$ cat src/rtl/pipeline_pkg.sv
// Shared pipeline definitions.
// - ctrl_t: decoder control bundle carried from decode into execute. Its
//   all-zero value is the bubble: no register write, no memory write, no
//   branch, no jump.
// - RES_*: result_src encodings (ALU, memory load, PC+4).
// - FWD_*: ALU operand forwarding selects (register file, writeback, memory).
package pipeline_pkg;

    typedef struct packed {
        logic [1:0] result_src;
        logic       mem_write;
        logic [3:0] alu_control;
        logic       alu_src;
        logic       reg_write;
        logic       jump;
        logic       branch;
        logic       pc_alu_src;
    } ctrl_t;

    localparam ctrl_t CTRL_BUBBLE = '0;

    localparam logic [1:0] RES_ALU = 2'd0;
    localparam logic [1:0] RES_MEM = 2'd1;
    localparam logic [1:0] RES_PC4 = 2'd2;

    localparam logic [1:0] FWD_RF  = 2'b00;
    localparam logic [1:0] FWD_WB  = 2'b01;
    localparam logic [1:0] FWD_MEM = 2'b10;

endpackage

$ cat src/rtl/id_ex_stage_hazard_detect.sv
// Combinational hazard unit for the decode/execute boundary.
// Inputs : execute-stage load information (result_src_e, valid_e, rd_e),
//          decode sources (rs1_d, rs2_d), execute sources (rs1_e, rs2_e),
//          later-stage destinations and write enables (rd_m/w, reg_write_m/w).
// Outputs: lw_stall (load-use hazard), forward_a_e / forward_b_e.
module hazard_detect
    import pipeline_pkg::*;
#(
    parameter int REG_AW = 5
) (
    input  logic [1:0]        result_src_e,
    input  logic              valid_e,
    input  logic [REG_AW-1:0] rd_e,
    input  logic [REG_AW-1:0] rs1_d,
    input  logic [REG_AW-1:0] rs2_d,
    input  logic [REG_AW-1:0] rs1_e,
    input  logic [REG_AW-1:0] rs2_e,
    input  logic [REG_AW-1:0] rd_m,
    input  logic [REG_AW-1:0] rd_w,
    input  logic              reg_write_m,
    input  logic              reg_write_w,
    output logic              lw_stall,
    output logic [1:0]        forward_a_e,
    output logic [1:0]        forward_b_e
);

    logic [REG_AW-1:0] rs_e [2];
    logic [1:0]        fwd  [2];

    assign rs_e[0] = rs1_e;
    assign rs_e[1] = rs2_e;

    // x0 is hardwired to zero, so a write to it must never be forwarded.
    // The memory stage holds the younger result and therefore wins.
    generate
        for (genvar gi = 0; gi < 2; gi++) begin : g_fwd
            assign fwd[gi] =
                (reg_write_m && (rd_m != '0) && (rd_m == rs_e[gi])) ? FWD_MEM :
                (reg_write_w && (rd_w != '0) && (rd_w == rs_e[gi])) ? FWD_WB  :
                                                                      FWD_RF;
        end
    endgenerate

    assign forward_a_e = fwd[0];
    assign forward_b_e = fwd[1];

    // A load's data is not available until the end of the memory stage, so a
    // dependent instruction directly behind it must wait one cycle.
    assign lw_stall = (result_src_e == RES_MEM) && valid_e && (rd_e != '0) &&
                      ((rd_e == rs1_d) || (rd_e == rs2_d));

endmodule

$ cat src/rtl/id_ex_stage.sv
// Decode-to-execute pipeline register with hazard handling.
// Inputs : decoder controls and operands (*_d), source/dest indices,
//          redirect pc_src_e, memory/writeback destinations and enables.
// Outputs: registered copies (*_e) plus valid_e, stall_f/stall_d, flush_d,
//          forward_a_e/forward_b_e for the ALU input muxes.
module id_ex_stage
    import pipeline_pkg::*;
#(
    parameter int XLEN   = 32,
    parameter int REG_AW = 5
) (
    input  logic              clk,
    input  logic              rst_n,
    input  logic [1:0]        result_src_d,
    input  logic              mem_write_d,
    input  logic              reg_write_d,
    input  logic              alu_src_d,
    input  logic              jump_d,
    input  logic              branch_d,
    input  logic              pc_alu_src_d,
    input  logic [3:0]        alu_control_d,
    input  logic [XLEN-1:0]   rd1_d,
    input  logic [XLEN-1:0]   rd2_d,
    input  logic [XLEN-1:0]   pc_d,
    input  logic [XLEN-1:0]   pc_plus4_d,
    input  logic [XLEN-1:0]   imm_ext_d,
    input  logic [REG_AW-1:0] rs1_d,
    input  logic [REG_AW-1:0] rs2_d,
    input  logic [REG_AW-1:0] rd_d,
    input  logic              pc_src_e,
    input  logic [REG_AW-1:0] rd_m,
    input  logic [REG_AW-1:0] rd_w,
    input  logic              reg_write_m,
    input  logic              reg_write_w,
    output logic [1:0]        result_src_e,
    output logic              mem_write_e,
    output logic              reg_write_e,
    output logic              alu_src_e,
    output logic              jump_e,
    output logic              branch_e,
    output logic              pc_alu_src_e,
    output logic [3:0]        alu_control_e,
    output logic [XLEN-1:0]   rd1_e,
    output logic [XLEN-1:0]   rd2_e,
    output logic [XLEN-1:0]   pc_e,
    output logic [XLEN-1:0]   pc_plus4_e,
    output logic [XLEN-1:0]   imm_ext_e,
    output logic [REG_AW-1:0] rs1_e,
    output logic [REG_AW-1:0] rs2_e,
    output logic [REG_AW-1:0] rd_e,
    output logic              valid_e,
    output logic              stall_f,
    output logic              stall_d,
    output logic              flush_d,
    output logic [1:0]        forward_a_e,
    output logic [1:0]        forward_b_e
);

    ctrl_t             ctrl_d;
    ctrl_t             ctrl_reg;
    logic [XLEN-1:0]   rd1_reg, rd2_reg, pc_reg, pc_plus4_reg, imm_ext_reg;
    logic [REG_AW-1:0] rs1_reg, rs2_reg, rd_reg;
    logic              valid_reg;

    logic              lw_stall_raw;
    logic              lw_stall;
    logic [1:0]        fwd_a_raw, fwd_b_raw;
    logic              bubble;

    assign ctrl_d = '{
        result_src:  result_src_d,
        mem_write:   mem_write_d,
        alu_control: alu_control_d,
        alu_src:     alu_src_d,
        reg_write:   reg_write_d,
        jump:        jump_d,
        branch:      branch_d,
        pc_alu_src:  pc_alu_src_d
    };

    hazard_detect #(
        .REG_AW(REG_AW)
    ) u_hazard (
        .result_src_e(ctrl_reg.result_src),
        .valid_e     (valid_reg),
        .rd_e        (rd_reg),
        .rs1_d       (rs1_d),
        .rs2_d       (rs2_d),
        .rs1_e       (rs1_reg),
        .rs2_e       (rs2_reg),
        .rd_m        (rd_m),
        .rd_w        (rd_w),
        .reg_write_m (reg_write_m),
        .reg_write_w (reg_write_w),
        .lw_stall    (lw_stall_raw),
        .forward_a_e (fwd_a_raw),
        .forward_b_e (fwd_b_raw)
    );

    // While in reset the execute register may not yet hold a defined value,
    // so the hazard outputs are forced quiet until reset is released.
    assign lw_stall    = lw_stall_raw && rst_n;
    assign stall_f     = lw_stall;
    assign stall_d     = lw_stall;
    assign flush_d     = pc_src_e;
    assign forward_a_e = rst_n ? fwd_a_raw : FWD_RF;
    assign forward_b_e = rst_n ? fwd_b_raw : FWD_RF;

    // Reset, redirect and load-use all produce the same all-zero bubble, so
    // their priority order collapses into a single clear condition.
    assign bubble = !rst_n || pc_src_e || lw_stall;

    always_ff @(posedge clk) begin
        if (bubble) begin
            ctrl_reg     <= CTRL_BUBBLE;
            rd1_reg      <= '0;
            rd2_reg      <= '0;
            pc_reg       <= '0;
            pc_plus4_reg <= '0;
            imm_ext_reg  <= '0;
            rs1_reg      <= '0;
            rs2_reg      <= '0;
            rd_reg       <= '0;
            valid_reg    <= 1'b0;
        end else begin
            ctrl_reg     <= ctrl_d;
            rd1_reg      <= rd1_d;
            rd2_reg      <= rd2_d;
            pc_reg       <= pc_d;
            pc_plus4_reg <= pc_plus4_d;
            imm_ext_reg  <= imm_ext_d;
            rs1_reg      <= rs1_d;
            rs2_reg      <= rs2_d;
            rd_reg       <= rd_d;
            valid_reg    <= 1'b1;
        end
    end

    assign result_src_e  = ctrl_reg.result_src;
    assign mem_write_e   = ctrl_reg.mem_write;
    assign reg_write_e   = ctrl_reg.reg_write;
    assign alu_src_e     = ctrl_reg.alu_src;
    assign jump_e        = ctrl_reg.jump;
    assign branch_e      = ctrl_reg.branch;
    assign pc_alu_src_e  = ctrl_reg.pc_alu_src;
    assign alu_control_e = ctrl_reg.alu_control;
    assign rd1_e         = rd1_reg;
    assign rd2_e         = rd2_reg;
    assign pc_e          = pc_reg;
    assign pc_plus4_e    = pc_plus4_reg;
    assign imm_ext_e     = imm_ext_reg;
    assign rs1_e         = rs1_reg;
    assign rs2_e         = rs2_reg;
    assign rd_e          = rd_reg;
    assign valid_e       = valid_reg;

endmodule

$ cat config.mk
export PLATFORM = sky130hd
export DESIGN_NAME = id_ex_stage
export DESIGN_NICKNAME = d
export VERILOG_FILES = /design/src/rtl/pipeline_pkg.sv /design/src/rtl/id_ex_stage_hazard_detect.sv /design/src/rtl/id_ex_stage.sv
export SDC_FILE = /design/constraint.sdc
export NUM_CORES = 1
export LEC_CHECK = 0
export CORE_AREA = 2 2 155 157
export CTS_CLUSTER_DIAMETER = 200
export DETAILED_ROUTE_END_ITERATION = 8
export DIE_AREA = 0 0 157 159
export HOLD_SLACK_MARGIN = 0.12
export PLACE_DENSITY = 0.7
export SLEW_MARGIN = 20
export SYNTH_ARGS = -nofsm -noshare
export SYNTH_HDL_FRONTEND = slang
export SYNTH_SLANG_ARGS = --single-unit
$ cat constraint.sdc
create_clock -name clk -period 2.2 [get_ports clk]
set_input_delay 0.44 -clock clk [delete_from_list [all_inputs] [get_ports clk]]
set_output_delay 0.44 -clock clk [all_outputs]
set_load 0.02 [all_outputs]
==> results of run 1 <==
## registers in the layout, summed over array words and instances (netlist names)
| signal | cells |
|---|---|
| alu_control_e | 4 |
| pc_alu_src_e | 1 |
| imm_ext_e | 32 |
| pc_plus4_e | 32 |
| rd_e | 5 |
| branch_e | 1 |
| rd1_e | 32 |
| reg_write_e | 1 |
| rs1_e | 5 |
| alu_src_e | 1 |
| pc_e | 32 |
| mem_write_e | 1 |
| rs2_e | 5 |
| result_src_e | 2 |
| rd2_e | 32 |
| jump_e | 1 |
| valid_e | 1 |
## metrics by stage
step / util / setup WS (ns)
floorplan: - / 0.0551
global placement: 0.458 / -0.808
detailed placement: 0.458 / -0.810
CTS: 0.486 / -0.179
global route: 0.488 / -0.130
finish: 0.488 / -0.0627
## cell usage in the layout, fill, tap and decap left out, drive strengths merged
cell,count
clkinvlp,3
nor4,4
o21ai,1
clkdlybuf4s50,374
buf,45
nand2b,1
nor2,1
dlymetal6s2s,4
inv,17
dfxtp,188
nor3,1
or4,4
clkdlybuf4s15,2
nor2b,1
xnor2,16
o22ai,1
dlygate4sd2,6
clkinv,5
clkbuf,20
a21oi,179
and2,3
o211ai,1
nand4b,1
xor2,14
nand3,4
nand2,179
a211oi,10
## area by class of cell
| class | count | area [sq um] |
|---|---|---|
| Sequential cell | 188 | 3780 |
| Fill cell | 2202 | 11900 |
| Tap cell | 319 | 399 |
| Inverter | 10 | 37.5 |
| Multi-Input combinational cell | 421 | 2170 |
| Clock inverter | 15 | 129 |
| Clock buffer | 17 | 425 |
| Timing Repair Buffer | 434 | 4370 |
## worst max-delay path by stage
stage | startpoint | slack, ns | depth (start not counted) | to
after floorplan | rd_m[1] | 0.06 | 4 | forward_a_e[0]
final | rd_m[3] | -0.06 | 6 | forward_b_e[0]
after global placement | rd_m[1] | -0.81 | 6 | forward_a_e[0]
after global routing | rs1_e[3]$_SDFF_PP0_ | -0.13 | 4 | forward_a_e[0]
after detailed placement | rd_m[1] | -0.81 | 6 | forward_a_e[0]
after CTS | rs1_e[4]$_SDFF_PP0_ | -0.18 | 4 | forward_a_e[0]
## critical path, stage by stage
cell and delay (ns):
buf_6 0.09, or4_4 0.53, o21ai_4 0.20, nor4_4 0.08, nor4_2 0.29, buf_4 0.19
## routing by layer
metal  vias to the layer above  routed length, um  global-route usage
met1                      2835               8760               0.198
li1                       3019                  -                   -
met2                       224              11000               0.297
met5                         -                  0                   0
met4                         0                530              0.0613
met3                        31               1550              0.0544
## timing repair
action / CTS / global route
resized for setup: 67 / 23
setup buffers: 2 / 2
endpoints found under the hold margin: 0 / 0
pin swaps: 14 / 16
setup endpoints to repair: 6 / 113
## power groups by stage
stage               logic, W  registers (W)  clock network [W]
floorplan           0.000268        0.00384                  0
global placement     0.00121        0.00366                  0
detailed placement   0.00122        0.00367                  0
CTS                  0.00124        0.00359            0.00303
global route         0.00132        0.00360            0.00317
finish               0.00123        0.00358            0.00293
## kinds of logic (layout without fill, tap and decap cells)
family	after synthesis	count (layout)	share of synthesized area
AO/OA/AOI/OAI	192	192	0.162
XOR/XNOR	30	30	0.0426
buffers and inverters	73	476	0.0551
flip-flops	188	188	0.610
AND/OR/NAND/NOR	199	199	0.131
==> impl_results.md, run 1 <==
- Status: finished with violations
- Final Worst Setup Slack: -0.0627 ns
- Post-synth ARST share: 0
- Sw Pwr: a little over 0.002 W
- Leak: 4.47 nW
- WP data arrival: 1.82 ns
- Clock slew at reported path FFs: about 0.070 ns
- R2r setup slk: 0.23 ns
- Ys Warns: 0
- Reg2Reg Depth: 6
- Worst VDD drop: 0.399 mV
- Pwr Density: approximately 680 nW/um^2
- Die width: 157 um
- Final setup skew: 0.00993 ns
- Placed cell areas: 10600 sq um
- Detailed-route vias per instance: 4.35
- DR iter-0 viols: 259
- Syn_area_per_cell: 9.05 sq um
- Worst hold path startpoint: rs2_d[0]
- Setup TNS: -0.102 ns
- Crit path max fanout: 2
- Cell accounting for the most synthesized area: dfxtp_1
- Htree depth: 4
- Clock power share: 0.378
- Sequential area share after synthesis: 0.610
- Worst-case clock buffer depth: 2
- Root buffer selected by CTS: clkbuf_16
- GRT Total Usage: 0.172
- WP data required: 1.76 ns
- Synth cell types: 24
- Final slew viol count: 0
- Num CTS Buffers: 17
- Synth Register Bits: roughly 190
- Post-route ant nets: 0
- Worst Hold Depth: 3
- Worst Tran Pin Value: 0.460 ns
- Worst skew pair latency: 0.42 ns
- Full die area: 25000 sq um
- Maxcap violations: 0
- Drt total wl: 21.9 mm
- # setup viols final: 3
- Initial Utilization: 0.266
- Hold Path End: rs2_e[0]$_SDFF_PP0_
- Vias in the first global route: 6033
- Std cell rows: 56
- Tot Pwr: approximately 0.0077 W
- Final Hold Slack: 0.306 ns
- Cells after Synth: approximately 680
- Sequential Power Share: 0.463
- Hold Vio Cnt, Final: 0
- Via Count: 6109
- Final worst path period share: 1.03
- Violated checks: setup timing
- WL/cell: 15.6 um
- Post-Syn Area: about 6200 sq um
- Pin count of the biggest net entering global routing: 102
- Net Sw Frac: 0.262
- Core Area: 23200 sq um
- Initial antenna violation count: 0
- Min-Delay Path Class: in -> reg
- Top Ports: 397
- IO buf count: around 400
- Synth area leaders: dfxtp_1, a21oi_1, nand2_1
- Final global-route overflow total: 0
- Placed cell count: 1368
- Reg2reg start: rd_e[3]$_SDFF_PP0_
- Final HPWL DP: 16.0 mm
- Tmin final: 2.26 ns
- Ratio of cells with drive above 1 in the final layout: 0.0940
- Num Clock Sinks: 188
- Hold-fix buffers, CTS: 0
- Max-Slew Margin vs Limit: 0.694
- Ant. Diodes: 0
- Finished Cell Area: 11300 sq um
- Peak Freq: around 0.44 GHz
- Comb pwr share: 0.159
- Top cell type's share of synthesized area: 0.610
- WS Path Type: in -> out
- Die Ht: between 150 and 200 um
- Final Instance Count excl. Fillers: between 1000 and 1500
- DRT Pass-1 Iters: 5
- Setup crit start kind: input port
- First-pass GRT wire length: roughly 33 mm
- Synth top cells by count: dfxtp_1, nand2_1, a21oi_1, buf_2, clkbuf_1
- Worst flop-to-flop path endpoint: pc_plus4_e[10]$_SDFF_PP0_
- DRC viols: 0
- CTS tree: done
- Mapped Nets: approximately 900
- Predominant post-synthesis flop cell: dfxtp_1
- NumNets Final: 1274
- GPL Wtd Cong: 0.830
- Nature of the critical path endpoint: output pin
- Unrepaired setup endpoints after global routing: true
- Number of flops mapped to enable cells by yosys: 0
- Synth-to-layout area growth: 83.2%
- Internal power: 0.00572 W
- Count leader, synth: dfxtp_1
Note: power is estimated with default switching activity, not from simulation.
==> inputs of run 2 (changes only) <==
SETUP_SLACK_MARGIN = 0.02   (was unset)
==> run 2 against run 1 <==
  * The run still ends with setup timing left
  * Critical path depth stayed put
  * Non-clock buffer count stayed put
  * Setup slack stayed put
  * Design area hardly changed
  * Combinational power hardly changed
  * Critical path type unchanged
  * Largest power group unchanged
==> impl_results.md, run 2 (synthesis gave the netlist of run 1 again) <==
- Status: finished with violations (unchanged)
- Violated checks: setup timing (unchanged)
- Met2 WL: 11.0 mm (about the same)
- Crit path max fanout: 2 (unchanged)
- Hold Vio Cnt, Final: 0 (unchanged)
- Clock slew at reported path FFs: 0.07 ns (about the same)
- WP data required: 1.76 ns (about the same)
- WL/cell: 15.6 um (about the same)
- WL met1: 8.78 mm (was 8.76 mm)
- First-pass GRT wire length: 33.4 mm (unchanged)
- IO buf count: 396 (unchanged)
- Worst-case clock buffer depth: 2 (unchanged)
- Worst skew pair latency: 0.42 ns (about the same)
- Nature of the critical path endpoint: output pin (unchanged)
- Unrepaired setup endpoints after global routing: true (unchanged)
- Final setup skew: 0.00986 ns (was 0.00993 ns)
- Via Count: 6098 (was 6109)
- Htree depth: 4 (unchanged)
- Min-Delay Path Class: in -> reg (unchanged)
- Post-route ant nets: 0 (unchanged)
- Storage cell area: 3780 sq um (unchanged)
- Fillers: 2201 (was 2202)
- Setup crit start kind: input port (unchanged)
- Maxcap violations: 0 (unchanged)
- Final global-route overflow total: 0 (unchanged)
- Sw Pwr: 0.00203 W (about the same)
- Root buffer selected by CTS: clkbuf_16 (unchanged)
- Full die area: 25000 sq um (unchanged)
- Final worst path period share: 1.03 (unchanged)
- Final slew viol count: 0 (unchanged)
- Ant. Diodes: 0 (unchanged)
- Drt total wl: 21.9 mm (about the same)
- Net Sw Frac: 0.262 (about the same)
- Top Ports: 397 (unchanged)
- DRT Pass-1 Iters: 5 (unchanged)
- Clock power share: 0.378 (about the same)
- Hold-fix buffers, CTS: 0 (unchanged)
- Ratio of cells with drive above 1 in the final layout: 0.0940 (unchanged)
- Final Worst Setup Slack: -0.0627 ns (unchanged)
- NumNets Final: 1274 (unchanged)
- Tmin final: 2.26 ns (unchanged)
- Internal power: 0.00572 W (about the same)
- Pin count of the biggest net entering global routing: 102 (unchanged)
- GRT Total Usage: 0.172 (unchanged)
- Final HPWL DP: 16.0 mm (unchanged)
- Initial Utilization: 0.266 (unchanged)
- Vias in the first global route: 6033 (unchanged)
- Worst Tran Pin Value: 0.482 ns (was 0.460 ns)
- Detailed-route vias per instance: 4.34 (was 4.35)
- Num CTS Buffers: 17 (unchanged)
- Die Ht: 159 um (unchanged)
- DP Worst Slack: -0.810 ns (unchanged)
- Core Area: 23200 sq um (unchanged)
- Setup TNS: -0.102 ns (about the same)
- DRC viols: 0 (unchanged)
- Leak: 4.48 nW (was 4.47 nW)
- Met3 WL: 1.55 mm (unchanged)
- Commonest non-fill, non-tap cell in the layout: clkdlybuf4s50_1 (unchanged)
- Peak Freq: 0.442 GHz (unchanged)
- Sequential Power Share: 0.463 (about the same)
- Comb pwr share: 0.159 (about the same)
- WS Path Type: in -> out (unchanged)
- Area of the multi-input gates: 2170 sq um (unchanged)
- WP data arrival: 1.82 ns (about the same)
- Worst VDD drop: 0.399 mV (unchanged)
- Pwr Density: 685 nW/um^2 (about the same)
- Highest routed layer: met4 (unchanged)
- Initial antenna violation count: 0 (unchanged)
- GPL Wtd Cong: 0.830 (unchanged)
- DR iter-0 viols: 250 (was 259)
- Die width: 157 um (unchanged)
- Max-Slew Margin vs Limit: 0.678 (was 0.694)
- # setup viols final: 3 (unchanged)
- Most frequent cells in the layout: clkdlybuf4s50_1, dfxtp_1, nand2_1 (unchanged)
- Synth-to-layout area growth: 83.3% (was 83.2%)
- Num Clock Sinks: 188 (unchanged)
- Std cell rows: 56 (unchanged)
- CTS tree: done (unchanged)
==> run 2: changes by cell type in the layout (fill, tap and decap cells not counted) <==
cell,before,now
clkdlybuf4s50_1,374,373
dlymetal6s2s_1,4,5
==> run 2: layout make-up <==
type | instances | area share
clock inverters | 15 | 0.0114
repair buffers | 434 | 0.386
multi-input cells | 421 | 0.192
well taps | 319 | 0.0353
flip-flops and latches | 188 | 0.334
clock buffers | 17 | 0.0376
inverters | 10 | 0.00332
==> run 2: power by group through the flow <==
stage	combinational [W]	sequential, W	clock (W)
final	0.00123	0.00358	0.00293
after global placement	0.00121	0.00366	0
after floorplan	0.000268	0.00384	0
after global routing	0.00132	0.00360	0.00317
after CTS	0.00124	0.00359	0.00303
after detailed placement	0.00122	0.00367	0
==> run 2: metal layers <==
layer  vias to the layer above  track usage
met5                         -            0
met4                         0       0.0613
met3                        31       0.0544
met2                       222        0.297
met1                      2829        0.198
li1                       3016            -
==> run 2: repair_timing <==
action,in CTS,in global routing
cloned,0,0
resized for setup,68,23
setup buffers,2,2
pin swaps,15,17
endpoints found under the setup margin,6,128
==> run 2: per-stage QoR <==
stage          std cells  utilization  total power, W  hold slack [ns]  area (sq um)
6_report            1404        0.488         0.00775            0.309         11300
5_1_grt             1404        0.488         0.00809            0.297         11300
4_1_cts             1402        0.486         0.00786            0.508         11300
3_5_place_dp        1368        0.458         0.00488            0.972         10600
3_3_place_gp        1368        0.458         0.00487            0.969         10600
2_1_floorplan        682            -         0.00411            0.554          6170
==> run 2: worst paths after layout <==
path	start	end	depth (start not counted)	slack, ns
setup reg to reg	rd_e[3]$_SDFF_PP0_	pc_plus4_e[10]$_SDFF_PP0_	6	0.22
hold / removal	rs2_d[0]	rs2_e[0]$_SDFF_PP0_	3	0.31
hold reg to reg	result_src_e[0]$_SDFF_PP0_	valid_e$_DFF_P_	5	1.05
setup / recovery	rd_m[3]	forward_b_e[0]	6	-0.06
==> run 2: worst max-delay path: stages <==
cell,delay (ns)
buf_6,0.09
or4_4,0.53
o21ai_4,0.20
nor4_4,0.08
nor4_2,0.29
buf_4,0.19
==> inputs of run 3 (changes only) <==
CAP_MARGIN = 0   (was unset)
CORE_AREA = 2 2 153 155   (was 2 2 155 157)
CTS_BUF_LIST = sky130_fd_sc_hd__clkbuf_2 sky130_fd_sc_hd__clkbuf_4 sky130_fd_sc_hd__clkbuf_8   (was unset)
DIE_AREA = 0 0 155 157   (was 0 0 157 159)
PLACE_DENSITY = 0.71   (was 0.7)
==> run 3 against run 2 <==
  * The flow still finishes with violations (setup timing)
  * Maximum frequency is 2.6% lower
  * Clock-buffer cell count unchanged
  * First-iteration DRC count increased by 15%
  * Clock power is 26% lower
  * Critical path depth up 1
  * Final cell count shrank 2.7%
==> impl_results.md, run 3 (synthesis gave the netlist of run 1 again) <==
- Met3 Resource Use GR: 0.0438 (was 0.0544)
- Peak Freq: 0.430 GHz (was 0.442 GHz)
- Pwr Density: 632 nW/um^2 (was 685 nW/um^2)
- Final global-route overflow total: 0 (unchanged)
- First-pass GRT wire length: 32.5 mm (was 33.4 mm)
- Net Sw Frac: 0.278 (was 0.262)
- DR iter-0 viols: 287 (was 250)
- Detailed-route vias per instance: 4.43 (was 4.34)
- Most frequent cells in the layout: clkdlybuf4s50_1, nand2_1, a21oi_1, dfxtp_1, buf_4 (was clkdlybuf4s50_1, dfxtp_1, nand2_1)
- Post-route ant nets: 0 (unchanged)
- Final setup skew: 0.0249 ns (was 0.00986 ns)
- Drt total wl: 22.0 mm (was 21.9 mm)
- WS Path Type: in -> out (unchanged)
- Core Area: 22500 sq um (was 23200 sq um)
- M1 GR Usage: 0.200 (was 0.198)
- Initial Utilization: 0.274 (was 0.266)
- Initial antenna violation count: 1 (was 0)
- GPL Wtd Cong: 0.783 (was 0.830)
- Final Hold Slack: 0.318 ns (was 0.309 ns)
- Sequential Power Share: 0.513 (was 0.463)
- Grt peak-use layer: met2 (unchanged)
- Maxcap violations: 0 (unchanged)
- Status: finished with violations (unchanged)
- Final HPWL DP: 15.9 mm (was 16.0 mm)
- DRT Pass-1 Iters: 6 (was 5)
- Die Ht: 157 um (was 159 um)
- Max-Slew Margin vs Limit: 0.499 (was 0.678)
- Commonest non-fill, non-tap cell in the layout: clkdlybuf4s50_1 (unchanged)
- WP data required: 1.76 ns (about the same)
- Setup crit start kind: input port (unchanged)
- CTS tree: done (unchanged)
- Met2 global-route usage: 0.298 (was 0.297)
- Setup TNS: -0.238 ns (was -0.102 ns)
- Synth-to-layout area growth: 79.3% (was 83.3%)
- Ratio of cells with drive above 1 in the final layout: 0.0954 (was 0.0940)
- Crit path max fanout: 2 (unchanged)
- Final worst path period share: 1.06 (was 1.03)
- Top Ports: 397 (unchanged)
- Hold Vio Cnt, Final: 0 (unchanged)
- WL/cell: 16.1 um (was 15.6 um)
- Pin count of the biggest net entering global routing: 116 (was 102)
- Final Worst Setup Slack: -0.124 ns (was -0.0627 ns)
- Min-Delay Path Class: in -> reg (unchanged)
- Via Count: 6050 (was 6098)
- Num CTS Buffers: 17 (unchanged)
- Sw Pwr: 0.00195 W (was 0.00203 W)
- Htree depth: 4 (unchanged)
- Violated checks: setup timing (unchanged)
- WP data arrival: 1.88 ns (was 1.82 ns)
- Die width: 155 um (was 157 um)
- Final slew viol count: 0 (unchanged)
- Worst-case clock buffer depth: 2 (unchanged)
- Worst VDD drop: 0.378 mV (was 0.399 mV)
- DRC viols: 0 (unchanged)
- Num Clock Sinks: 188 (unchanged)
- Internal power: 0.00505 W (was 0.00572 W)
- Worst skew pair latency: 0.46 ns (was 0.42 ns)
- Clock slew at reported path FFs: 0.10 ns (was 0.07 ns)
- Clock power share: 0.312 (was 0.378)
- Worst Tran Pin Value: 0.751 ns (was 0.482 ns)
- Tmin final: 2.32 ns (was 2.26 ns)
- Leak: 4.35 nW (was 4.48 nW)
- Std cell rows: 55 (was 56)
- Nature of the critical path endpoint: output pin (unchanged)
- Root buffer selected by CTS: clkbuf_8 (was clkbuf_16)
- Full die area: 24300 sq um (was 25000 sq um)
- Unrepaired setup endpoints after global routing: true (unchanged)
- Comb pwr share: 0.176 (was 0.159)
- Vias in the first global route: 5962 (was 6033)
- GRT Total Usage: 0.170 (was 0.172)
- # setup viols final: 3 (unchanged)
- IO buf count: 396 (unchanged)
- NumNets Final: 1270 (was 1274)
run 3: cell count changes in the layout (fill, tap and decap cells not counted), sizes merged:
cell | previous run | this run
buf | 45 | 42
inv | 17 | 15
diode | 0 | 1
clkdlybuf4s15 | 2 | 1
dlymetal6s2s | 5 | 2
clkbuf | 20 | 18
clkdlybuf4s50 | 373 | 377
clkinv | 5 | 6
dlygate4sd2 | 6 | 7
run 3: routing by layer:
metal	vias to the layer above	share of wire
li1	2999	-
met1	2795	0.40
met2	221	0.51
met3	35	0.065
met4	0	0.029
met5	-	0
run 3: path summary, 6_finish.rpt:
kind	from	end	slack, ns	cells past startpoint
setup / recovery	rd_m[4]	forward_a_e[0]	-0.12	7
hold / removal	rs2_d[0]	rs2_e[0]$_SDFF_PP0_	0.32	3
setup reg to reg	rd_e[4]$_SDFF_PP0_	pc_e[9]$_SDFF_PP0_	0.13	6
hold reg to reg	rd_e[1]$_SDFF_PP0_	rd1_e[6]$_SDFF_PP0_	1.10	5
run 3: layout make-up:
type / count / area (sq um)
Antenna cell: 1 / 2.50
Tap cell: 285 / 357
Fill cell: 2104 / 11400
Inverter: 10 / 37.5
Timing Repair Buffer: 430 / 4310
Clock inverter: 14 / 136
Clock buffer: 17 / 234
Multi-Input combinational cell: 421 / 2200
Sequential cell: 188 / 3790
run 3: timing repair:
item | CTS | global route
pin swaps | 13 | 13
setup buffers | 4 | 0
hold buffers | 0 | 0
gates resized for setup | 69 | 26
setup endpoints to repair | 6 | 106
run 3: power by group through the flow:
stage | Sequential [W] | Clock, W | Combinational (W)
2_1_floorplan | 0.00384 | 0 | 0.000268
5_1_grt | 0.00360 | 0.00240 | 0.00131
4_1_cts | 0.00359 | 0.00227 | 0.00122
3_5_place_dp | 0.00367 | 0 | 0.00121
6_report | 0.00359 | 0.00218 | 0.00123
3_3_place_gp | 0.00366 | 0 | 0.00120
run 3: critical path: stages:
cell and delay [ns]:
buf_6 0.09, or4_4 0.54, o21ai_4 0.19, buf_6 0.13
nor4_4 0.04, nor4_2 0.27, buf_4 0.18
run 3: through the flow:
stage	cells	setup WS (ns)	total power, W	instance area, sq um	util
6_report	1366	-0.124	0.00700	11100	0.492
5_1_grt	1366	-0.199	0.00731	11100	0.492
4_1_cts	1365	-0.239	0.00708	11000	0.487
3_5_place_dp	1330	-0.869	0.00487	10500	0.468
3_3_place_gp	1330	-0.785	0.00486	10500	0.468
2_1_floorplan	682	0.0551	0.00411	6170	-
